`config.mk`:
```
export PLATFORM = sky130hd
export DESIGN_NAME = regf_txn_engine
export DESIGN_NICKNAME = d
export VERILOG_FILES = /design/src/rtl/i2c_regf_pkg.sv /design/src/rtl/regf_ack_timer.sv /design/src/rtl/regf_txn_engine.sv
export SDC_FILE = /design/constraint.sdc
export NUM_CORES = 1
export LEC_CHECK = 0
export ABC_AREA = 1
export ABC_CLOCK_PERIOD_IN_PS = 2100
export BUFFER_PORTS_ARGS = -buffer_cell sky130_fd_sc_hd__clkbuf_2
export CAP_MARGIN = 20
export CORE_UTILIZATION = 52
export DETAILED_ROUTE_END_ITERATION = 12
export PLACE_DENSITY = 0.87
export SKIP_CTS_REPAIR_TIMING = 1
export SLEW_MARGIN = 0
export SYNTH_ARGS = -nofsm -noshare
export SYNTH_HDL_FRONTEND = slang
export SYNTH_SLANG_ARGS = --single-unit
```
`constraint.sdc`:
```
create_clock -name clk -period 2.1 [get_ports clk]
set_clock_uncertainty 0.15 [all_clocks]
set_input_delay 0.105 -clock clk [delete_from_list [all_inputs] [get_ports clk]]
set_output_delay 0.105 -clock clk [all_outputs]
set_load 0.01 [all_outputs]
```
`src/rtl/i2c_regf_pkg.sv`:
```
// Shared definitions for the I2C-to-register-file transaction layer:
// FSM state encoding, request direction codes and the read-timeout filler byte.
package i2c_regf_pkg;

    typedef enum logic [2:0] {
        IDLE    = 3'd0,
        GET_PTR = 3'd1,
        WR_DATA = 3'd2,
        WR_ACK  = 3'd3,
        RD_IDLE = 3'd4,
        RD_ACK  = 3'd5
    } txn_state_t;

    localparam logic RW_READ  = 1'b1;
    localparam logic RW_WRITE = 1'b0;

    localparam logic [7:0] ERR_BYTE = 8'hFF;

    // A request is outstanding exactly while the FSM sits in one of these states.
    function automatic logic is_ack_state(input txn_state_t s);
        return (s == WR_ACK) || (s == RD_ACK);
    endfunction

endpackage

```
`src/rtl/regf_ack_timer.sv`:
```
// Ack-wait counter: cleared when a request is issued, advances while enabled,
// and flags done once ACK_TIMEOUT cycles have elapsed (then holds there).
module regf_ack_timer #(
    parameter int ACK_TIMEOUT = 15
) (
    input  logic clk,
    input  logic rst,
    input  logic load,
    input  logic en,
    output logic done
);

    localparam int CW = $clog2(ACK_TIMEOUT + 1);

    logic [CW-1:0] count;

    // NOTE: non-blocking assignments for all registered state so every flop samples pre-edge values.
    always_ff @(posedge clk) begin
        if (rst) begin
            count <= '0;
        end else if (load) begin
            count <= '0;
        end else if (en && !done) begin
            count <= count + 1'b1;
        end
    end

    assign done = (count == CW'(ACK_TIMEOUT));

endmodule

```
`src/rtl/regf_txn_engine.sv`:
```
// Converts the I2C slave byte stream into register-file requests: pointer byte,
// auto-incrementing data writes, on-demand reads, req/ack with timeout, sticky error.
module regf_txn_engine
    import i2c_regf_pkg::*;
#(
    parameter int DATA_WIDTH  = 8,
    parameter int ADDR_WIDTH  = 4,
    parameter int ACK_TIMEOUT = 15
) (
    input  logic                  clk,
    input  logic                  rst,
    input  logic                  xfer_start,
    input  logic                  xfer_rw,
    input  logic                  xfer_stop,
    input  logic                  byte_valid,
    input  logic [DATA_WIDTH-1:0] byte_data,
    input  logic                  rd_byte_req,
    output logic [DATA_WIDTH-1:0] out_rd_byte,
    output logic                  out_rd_byte_valid,
    output logic [ADDR_WIDTH-1:0] out_regf_addr,
    output logic [DATA_WIDTH-1:0] out_regf_write_data,
    output logic                  out_regf_req,
    output logic                  out_regf_rw,
    input  logic [DATA_WIDTH-1:0] regf_read_data,
    input  logic                  regf_ack,
    output logic                  out_err
);

    txn_state_t            state;
    logic [ADDR_WIDTH-1:0] ptr;
    logic                  stop_pending;

    logic in_ack;
    logic restart;
    logic stop_now;
    logic wr_issue;
    logic rd_issue;
    logic timer_done;
    logic ptr_overflow;

    assign in_ack       = is_ack_state(state);
    // Start/stop are only honoured between handshakes; an open request always finishes first.
    assign restart      = xfer_start && !in_ack;
    assign stop_now     = xfer_stop && !in_ack && !restart;
    assign wr_issue     = (state == WR_DATA) && byte_valid  && !xfer_start && !xfer_stop;
    assign rd_issue     = (state == RD_IDLE) && rd_byte_req && !xfer_start && !xfer_stop;
    assign ptr_overflow = (byte_data >> ADDR_WIDTH) != '0;

    regf_ack_timer #(
        .ACK_TIMEOUT (ACK_TIMEOUT)
    ) u_ack_timer (
        .clk  (clk),
        .rst  (rst),
        .load (wr_issue || rd_issue),
        .en   (in_ack),
        .done (timer_done)
    );

    always_ff @(posedge clk) begin
        if (rst) begin
            state               <= IDLE;
            ptr                 <= '0;
            stop_pending        <= 1'b0;
            out_rd_byte         <= '0;
            out_rd_byte_valid   <= 1'b0;
            out_regf_addr       <= '0;
            out_regf_write_data <= '0;
            out_regf_req        <= 1'b0;
            out_regf_rw         <= 1'b0;
            out_err             <= 1'b0;
        end else begin
            out_rd_byte_valid <= 1'b0;

            if (restart) begin
                state        <= xfer_rw ? RD_IDLE : GET_PTR;
                out_err      <= 1'b0;
                stop_pending <= 1'b0;
            end else if (stop_now) begin
                state <= IDLE;
            end else begin
                case (state)
                    GET_PTR: begin
                        if (byte_valid) begin
                            ptr   <= byte_data[ADDR_WIDTH-1:0];
                            state <= WR_DATA;
                            if (ptr_overflow) out_err <= 1'b1;
                        end
                    end

                    WR_DATA: begin
                        if (wr_issue) begin
                            out_regf_write_data <= byte_data;
                            out_regf_addr       <= ptr;
                            out_regf_rw         <= RW_WRITE;
                            out_regf_req        <= 1'b1;
                            state               <= WR_ACK;
                        end
                    end

                    WR_ACK: begin
                        if (xfer_stop)  stop_pending <= 1'b1;
                        if (byte_valid) out_err      <= 1'b1;
                        if (regf_ack) begin
                            out_regf_req <= 1'b0;
                            ptr          <= ptr + 1'b1;
                            stop_pending <= 1'b0;
                            state        <= (stop_pending || xfer_stop) ? IDLE : WR_DATA;
                        end else if (timer_done) begin
                            out_regf_req <= 1'b0;
                            out_err      <= 1'b1;
                            stop_pending <= 1'b0;
                            state        <= (stop_pending || xfer_stop) ? IDLE : WR_DATA;
                        end
                    end

                    RD_IDLE: begin
                        if (rd_issue) begin
                            out_regf_addr <= ptr;
                            out_regf_rw   <= RW_READ;
                            out_regf_req  <= 1'b1;
                            state         <= RD_ACK;
                        end
                    end

                    RD_ACK: begin
                        if (xfer_stop)   stop_pending <= 1'b1;
                        if (rd_byte_req) out_err      <= 1'b1;
                        // Ack beats a simultaneous timeout; a timed-out read still hands the slave a byte.
                        if (regf_ack) begin
                            out_regf_req      <= 1'b0;
                            out_rd_byte       <= regf_read_data;
                            out_rd_byte_valid <= 1'b1;
                            ptr               <= ptr + 1'b1;
                            stop_pending      <= 1'b0;
                            state             <= (stop_pending || xfer_stop) ? IDLE : RD_IDLE;
                        end else if (timer_done) begin
                            out_regf_req      <= 1'b0;
                            out_rd_byte       <= DATA_WIDTH'(ERR_BYTE);
                            out_rd_byte_valid <= 1'b1;
                            out_err           <= 1'b1;
                            stop_pending      <= 1'b0;
                            state             <= (stop_pending || xfer_stop) ? IDLE : RD_IDLE;
                        end
                    end

                    default: begin
                        state <= state;
                    end
                endcase
            end
        end
    end

endmodule

```
# Yosys cells after proc, flatten, opt, wreduce, memory -nomap -nowiden
# Index checks and enable logic that the tools add are counted.
totals:
  in_bits: 24
  elab_cells: 113
  register_bits: 36
  output_inout_bits: 24
classes:
  eq_ne: 17
  n_bitwise: 3
  muxes: 42
  reduce_logical: 38
  addsub: 2
ops:
  columns: ["op", "count"]
  rows:
  - ["$mux W3", 11]
  - ["$mux W1", 18]
  - ["$mux W4", 4]
  - ["$mux W8", 2]
  - ["$pmux W4 S2", 2]
  - ["$pmux W3 S5", 1]
  - ["$ne A4 B4 Y1 const B", 3]
  - ["$reduce_and A4 Y1", 3]
  - ["$reduce_and A6 Y1", 2]
  - ["$logic_and A1 B1 Y1", 10]
  - ["$ne A5 B4 Y1 const B", 2]
  - ["$reduce_and A5 Y1", 2]
  - ["$reduce_bool A3 Y1", 3]
  - ["$add A4 B1 Y4 const B", 2]
  - ["$ne A2 B2 Y1 const B", 4]
  - ["$reduce_bool A8 Y1", 1]
  - ["$reduce_bool A7 Y1", 1]
  - ["$eq A3 B2 Y1 const B", 2]
  - ["$eq A3 B3 Y1 const B", 2]
  - ["$pmux W1 S3", 2]
  - ["$reduce_bool A2 Y1", 3]
  - ["$reduce_or A2 Y1", 3]
  - ["$logic_not A1 Y1", 5]
  - ["$eq A4 B4 Y1 const B", 1]
  - ["9 further kinds", 13]

# Longest topological paths before layout
depth:
  word_depth: 8
  mapped_depth: 10

# Cells and area by module
# A second synthesis with hierarchy kept.
hier_totals:
  cells_unflattened: 244
  hier_area_um2: 1725.4
by_module_without_submodules:
  columns: ["module", "cells_per_inst", "area_each_um2", "instances"]
  rows:
  - ["regf_txn_engine", 215, 1525.2, 1]
  - ["regf_ack_timer", 29, 200.2, 1]

# Worst setup path after synthesis
# Ideal clock, no wire load.
synth_path:
  path_type: "register to register"
  startpoint: "register u_ack_timer.count[0]"
  endpoint: "register state[0]"
  path_buffers: 0
  arrival_ns: 1.252
  path_stages_with_launch: 9
  slack_ns: 0.583
  t_required_ns: 1.835
  setup_time_ns: 0.115
  cell_sequence: "dfxtp_1 > ha_1 > nand3_1 > nand2_2 > inv_1 > nand2_1 > nand4_2 > a21oi_1 > nor2_1"
synth_via:
  elab_chain_len: 3
synth_rtl:
  columns: ["item", "line_no", "text"]
  rows:
  - ["start: declaration", "regf_ack_timer.sv:15", "logic [CW-1:0] count;"]
  - ["start signal: assignment", "regf_ack_timer.sv:24", "count <= count + 1'b1;"]
  - ["$eq A4 B4 Y1 (*)", "regf_ack_timer.sv:28", "assign done = (count == CW'(ACK_TIMEOUT));"]
  - ["$ne A5 B4 Y1 (no line)", null, null]
  - ["$reduce_and A6 Y1 (no line) (*)", null, null]
  - ["end signal: assignment", "regf_txn_engine.sv:75", "state <= xfer_rw ? RD_IDLE : GET_PTR;"]
  - ["end signal: assignment", "regf_txn_engine.sv:107", "state <= (stop_pending || xfer_stop) ? IDLE : WR_DATA;"]
  - ["end signal: assignment", "regf_txn_engine.sv:112", "state <= (stop_pending || xfer_stop) ? IDLE : WR_DATA;"]
  - ["end: declaration", "regf_txn_engine.sv:29", "txn_state_t state;"]
# Mark *: on every way between the ends. The rest lies on a longest branch, timed or not.
# A chain may end at the register's enable or synchronous reset.

# Final worst setup path
layout_path:
  startpoint: "register u_ack_timer.count[0]"
  endpoint: "register out_rd_byte[7]"
layout_via:
  elab_chain_len: 3
layout_rtl:
  columns: ["item", "line_no", "text"]
  rows:
  - ["$eq A4 B4 Y1", "regf_ack_timer.sv:28", null]
  - ["$reduce_bool A2 Y1 (no line)", null, null]
  - ["$reduce_and A4 Y1 (no line)", null, null]
  - ["end signal: assignment", "regf_txn_engine.sv:131", "out_rd_byte <= regf_read_data;"]
  - ["end signal: assignment", "regf_txn_engine.sv:138", "out_rd_byte <= DATA_WIDTH'(ERR_BYTE);"]
  - ["end: declaration", "regf_txn_engine.sv:18", "output logic [DATA_WIDTH-1:0] out_rd_byte,"]
# Every way passes these cells.

==> summary.txt <==
Detailed routing
  – DR vias: 1906
  – Vias per inst: roughly 5.3
  – M1 WL: ~2000 um
  – DR WL/cell: 12.6 um
  – DRT antenna net count: 0
  – Met3 WL: roughly 290 um
  – DRC viols: 0
  – Met2 wire len: 2220 um
  – Final wirelength: ~4600 um
  – Drt pass-1 iters: 4
  – Iter 0 DRT Violations: about 110
  – Top Metal Used: met4

Floorplan
  – Starting Density: 56.3%
  – Rows: 20
  – Ports: 48
  – Die Wd: 60.4 um
  – Core Box Area: around 3200 um2
  – Die H: between 60 and 70 um
  – Die ar.: ~3700 um2

Timing
  – Minimum clock period: just over 2 ns
  – Max_slew headroom: 57.6%
  – Max Slew Vio Count: 0
  – Final setup margin: 0.0712 ns
  – Fin crit share: between 90% and 100%
  – Final hold violations: 1
  – Slew @ Worst Pin: 0.636 ns
  – Setup Viol. Count Final: 0
  – Fmax: around 0.49 GHz
  – Hold_ws: -0.000721 ns

Placement
  – DP HPWL: roughly 3100 um
  – Placed Area: ~2100 um2
  – GPL Wtd Cong: 0.880
  – Number of port buffers: 47
  – Post-Place Setup Slack: approximately 0.40 ns

Power and ir drop
  – Leakage power: between 1 and 1.5 nW
  – Peak VDD IR: between 0.3 and 0.4 mV
  – Total power after layout: around 0.0013 W
  – Power Density: 574 nW/um2

Synth
  – Post-synth ARST share: 0%
  – Register area share after synthesis: ~41%
  – Synth Instances: 247
  – Number of distinct library cells after synthesis: 32
  – Post-Syn Area: 1780 um2
  – Post-synth EDFFs: 0
  – Post-synth net total: roughly 270
  – Syn Area/Cell: between 7 and 8 um2
  – Synth warn: 0
  – Most used DFF post-synth: dfxtp_1
  – Synth Register Bits: 36

Setup path
  – Setup CP Type: flop to flop
  – Worst r2r dst: out_rd_byte[7]
  – CP arrival: 2.16 ns
  – Reg2reg start: u_ack_timer.count[0]
  – Reg-to-reg setup timing slack: between 0.07 and 0.08 ns
  – Startpoint class of the critical path: flop
  – Critical Path RT: about 2.2 ns
  – Critical Path End Type: flop
  – CP max FO: 9
  – Reg2Reg Depth: 6

Hold path
  – Tightest Hold Check Type: input pin to flop
  – Hold EP: out_err
  – Hold depth: 4
  – Hold Path Origin: regf_ack

Clock tree
  – Clk sinks: 36
  – CTS Buf Count: 5
  – H-Tree Level Count: 2
  – Clock slew at reported path FFs: 0.10 ns
  – CTS Buffer Depth: 2
  – Clk_lat worst skew: ~0.33 ns
  – Root Driver: clkbuf_4
  – TritonCTS clock tree: done

Finish
  – Sequential standard cell area: ~720 um2
  – Synthesis-to-finish area growth: 30.2%
  – Antenna Cells: 0
  – Design Area, Final: between 2000 and 2500 um2
  – Nets: roughly 340
  – Layout cells sized above 1: roughly a quarter
  – Fillers: between 200 and 300
  – Multi-input gate area: about 930 um2

GRT
  – Vias in the first global route: ~1600
  – GRT overflow: 0
  – First-pass GRT wire length: 6670 um
  – All-Layer GR Usage: about a quarter
  – Largest net degree at the start of global routing: 23
  – Initial antenna violation count: 0

Outcome
  – Violated checks: negative hold slack
  – Status: finished, violations left

Job
  – Max-cap check violation count: 0
==> power by group <==
| group | leakage, nW | internal (W) | switching [W] |
|---|---|---|---|
| sequential | 0.291 | 0.000704 | 0.0000209 |
| combinational | 0.751 | 0.000104 | 0.000155 |
| clock | 0.0281 | 0.000123 | 0.000220 |
==> area by class of cell <==
class | instances | area share, %
multi-input combinational | 181 | 40.3
sequential | 36 | 31.2
timing repair buffer | 71 | 20.2
inverter | 23 | 3.84
tap | 44 | 2.38
clock buffer | 6 | 1.79
clock inverter | 1 | 0.217
==> cells by family (layout without fill, tap and decap cells) <==
logic type | count (synthesis) | count (layout) | share of synthesized area, %
XOR/XNOR | 2 | 2 | 0.987
adder cells (fa/ha/maj) | 2 | 2 | 1.41
flip-flops | 36 | 36 | 40.6
AND/OR/NAND/NOR | 128 | 128 | 34.6
AO/OA/AOI/OAI | 49 | 49 | 15.5
buffers and inverters | 30 | 101 | 6.91
==> cells in the mapped netlist (2+ instances only) <==
cell / count / area (um2)
nor2_4: 2 / 22.5
inv_2: 5 / 18.8
a21oi_1: 13 / 65.1
nand2_2: 3 / 18.8
clkbuf_1: 2 / 7.51
xor2_1: 2 / 17.5
ha_1: 2 / 25.0
o21bai_1: 2 / 15.0
nand3_2: 2 / 20.0
nand3_1: 13 / 65.1
nor3_1: 22 / 110
nand2_4: 3 / 33.8
nor2_1: 38 / 143
nand4_1: 2 / 12.5
dfxtp_1: 36 / 721
nor2_2: 2 / 12.5
buf_2: 3 / 15.0
o21ai_0: 23 / 115
nand2_1: 37 / 139
a31oi_1: 8 / 50.1
inv_1: 16 / 60.1
==> worst max path at each step <==
stage                    startpoint             end  slack (ns)
5_1_grt        u_ack_timer.count[0]  out_rd_byte[7]       -0.06
4_1_cts        u_ack_timer.count[0]        state[0]        0.39
3_5_place_dp   u_ack_timer.count[0]        state[0]        0.40
6_report       u_ack_timer.count[0]  out_rd_byte[7]        0.07
3_3_place_gp   u_ack_timer.count[0]        state[0]        0.48
2_1_floorplan  u_ack_timer.count[0]        state[0]        0.58
==> flip-flops by register name, summed over array words and instances (netlist names) <==
| name | flops |
|---|---|
| out_err | 1 |
| out_rd_byte | 8 |
| out_rd_byte_valid | 1 |
| out_regf_addr | 4 |
| out_regf_req | 1 |
| out_regf_rw | 1 |
| out_regf_write_data | 8 |
| ptr | 4 |
| state | 3 |
| stop_pending | 1 |
| u_ack_timer.count | 4 |
==> per-layer routing <==
layer	vias up	GRT usage (%)
li1	971	-
met1	860	31.4
met2	69	39.6
met3	6	6.40
met4	0	7.79
met5	-	0
==> worst max-delay path, stage by stage (launching register included) <==
cell           delay [ns]
dfxtp_1              0.40
ha_1                 0.21
nand3_1              0.15
nand2_2              0.18
a31oi_1              0.09
nor3_1               0.20
dlygate4sd3_1        0.59
==> layout by cell type, fill, tap and decap left out <==
cell           Yosys  final
clkinv_2           0      1
dfxtp_1           36     36
inv_4              1      1
o22ai_1            1      1
nor3b_2            1      1
nor2_4             2      2
clkbuf_4           0      5
a31oi_1            8      8
ha_1               2      2
o21bai_1           2      2
clkbuf_1           2      1
nor2_2             2      2
nand2_1           37     37
or2_0              1      1
clkinv_1           1      1
o21ai_4            1      1
nand2_2            3      3
nand3_1           13     13
clkbuf_2           0     47
o21ai_0           23     23
nor2_1            38     38
a21oi_1           13     13
nand2_4            3      3
inv_1             16     16
xor2_1             2      2
buf_4              1      3
or2_2              1      1
inv_2              5      5
nor3_1            22     22
nand4_2            1      1
nand3_2            2      2
dlygate4sd3_1      0     21
a211oi_1           1      1
nand4_1            2      2
==> metrics by stage <==
stage | TNS, ns | hold WS [ns] | std cells | utilization [%]
3_3_place_gp | 0 | 0.198 | 334 | 65.2
5_1_grt | -0.0556 | 0.0193 | 362 | 73.3
3_5_place_dp | 0 | 0.201 | 334 | 65.2
2_1_floorplan | 0 | 0.0899 | 247 | -
4_1_cts | 0 | -0.168 | 341 | 66.6
6_report | 0 | -0.000721 | 362 | 73.3
Note: power is estimated with default switching activity, not from simulation.
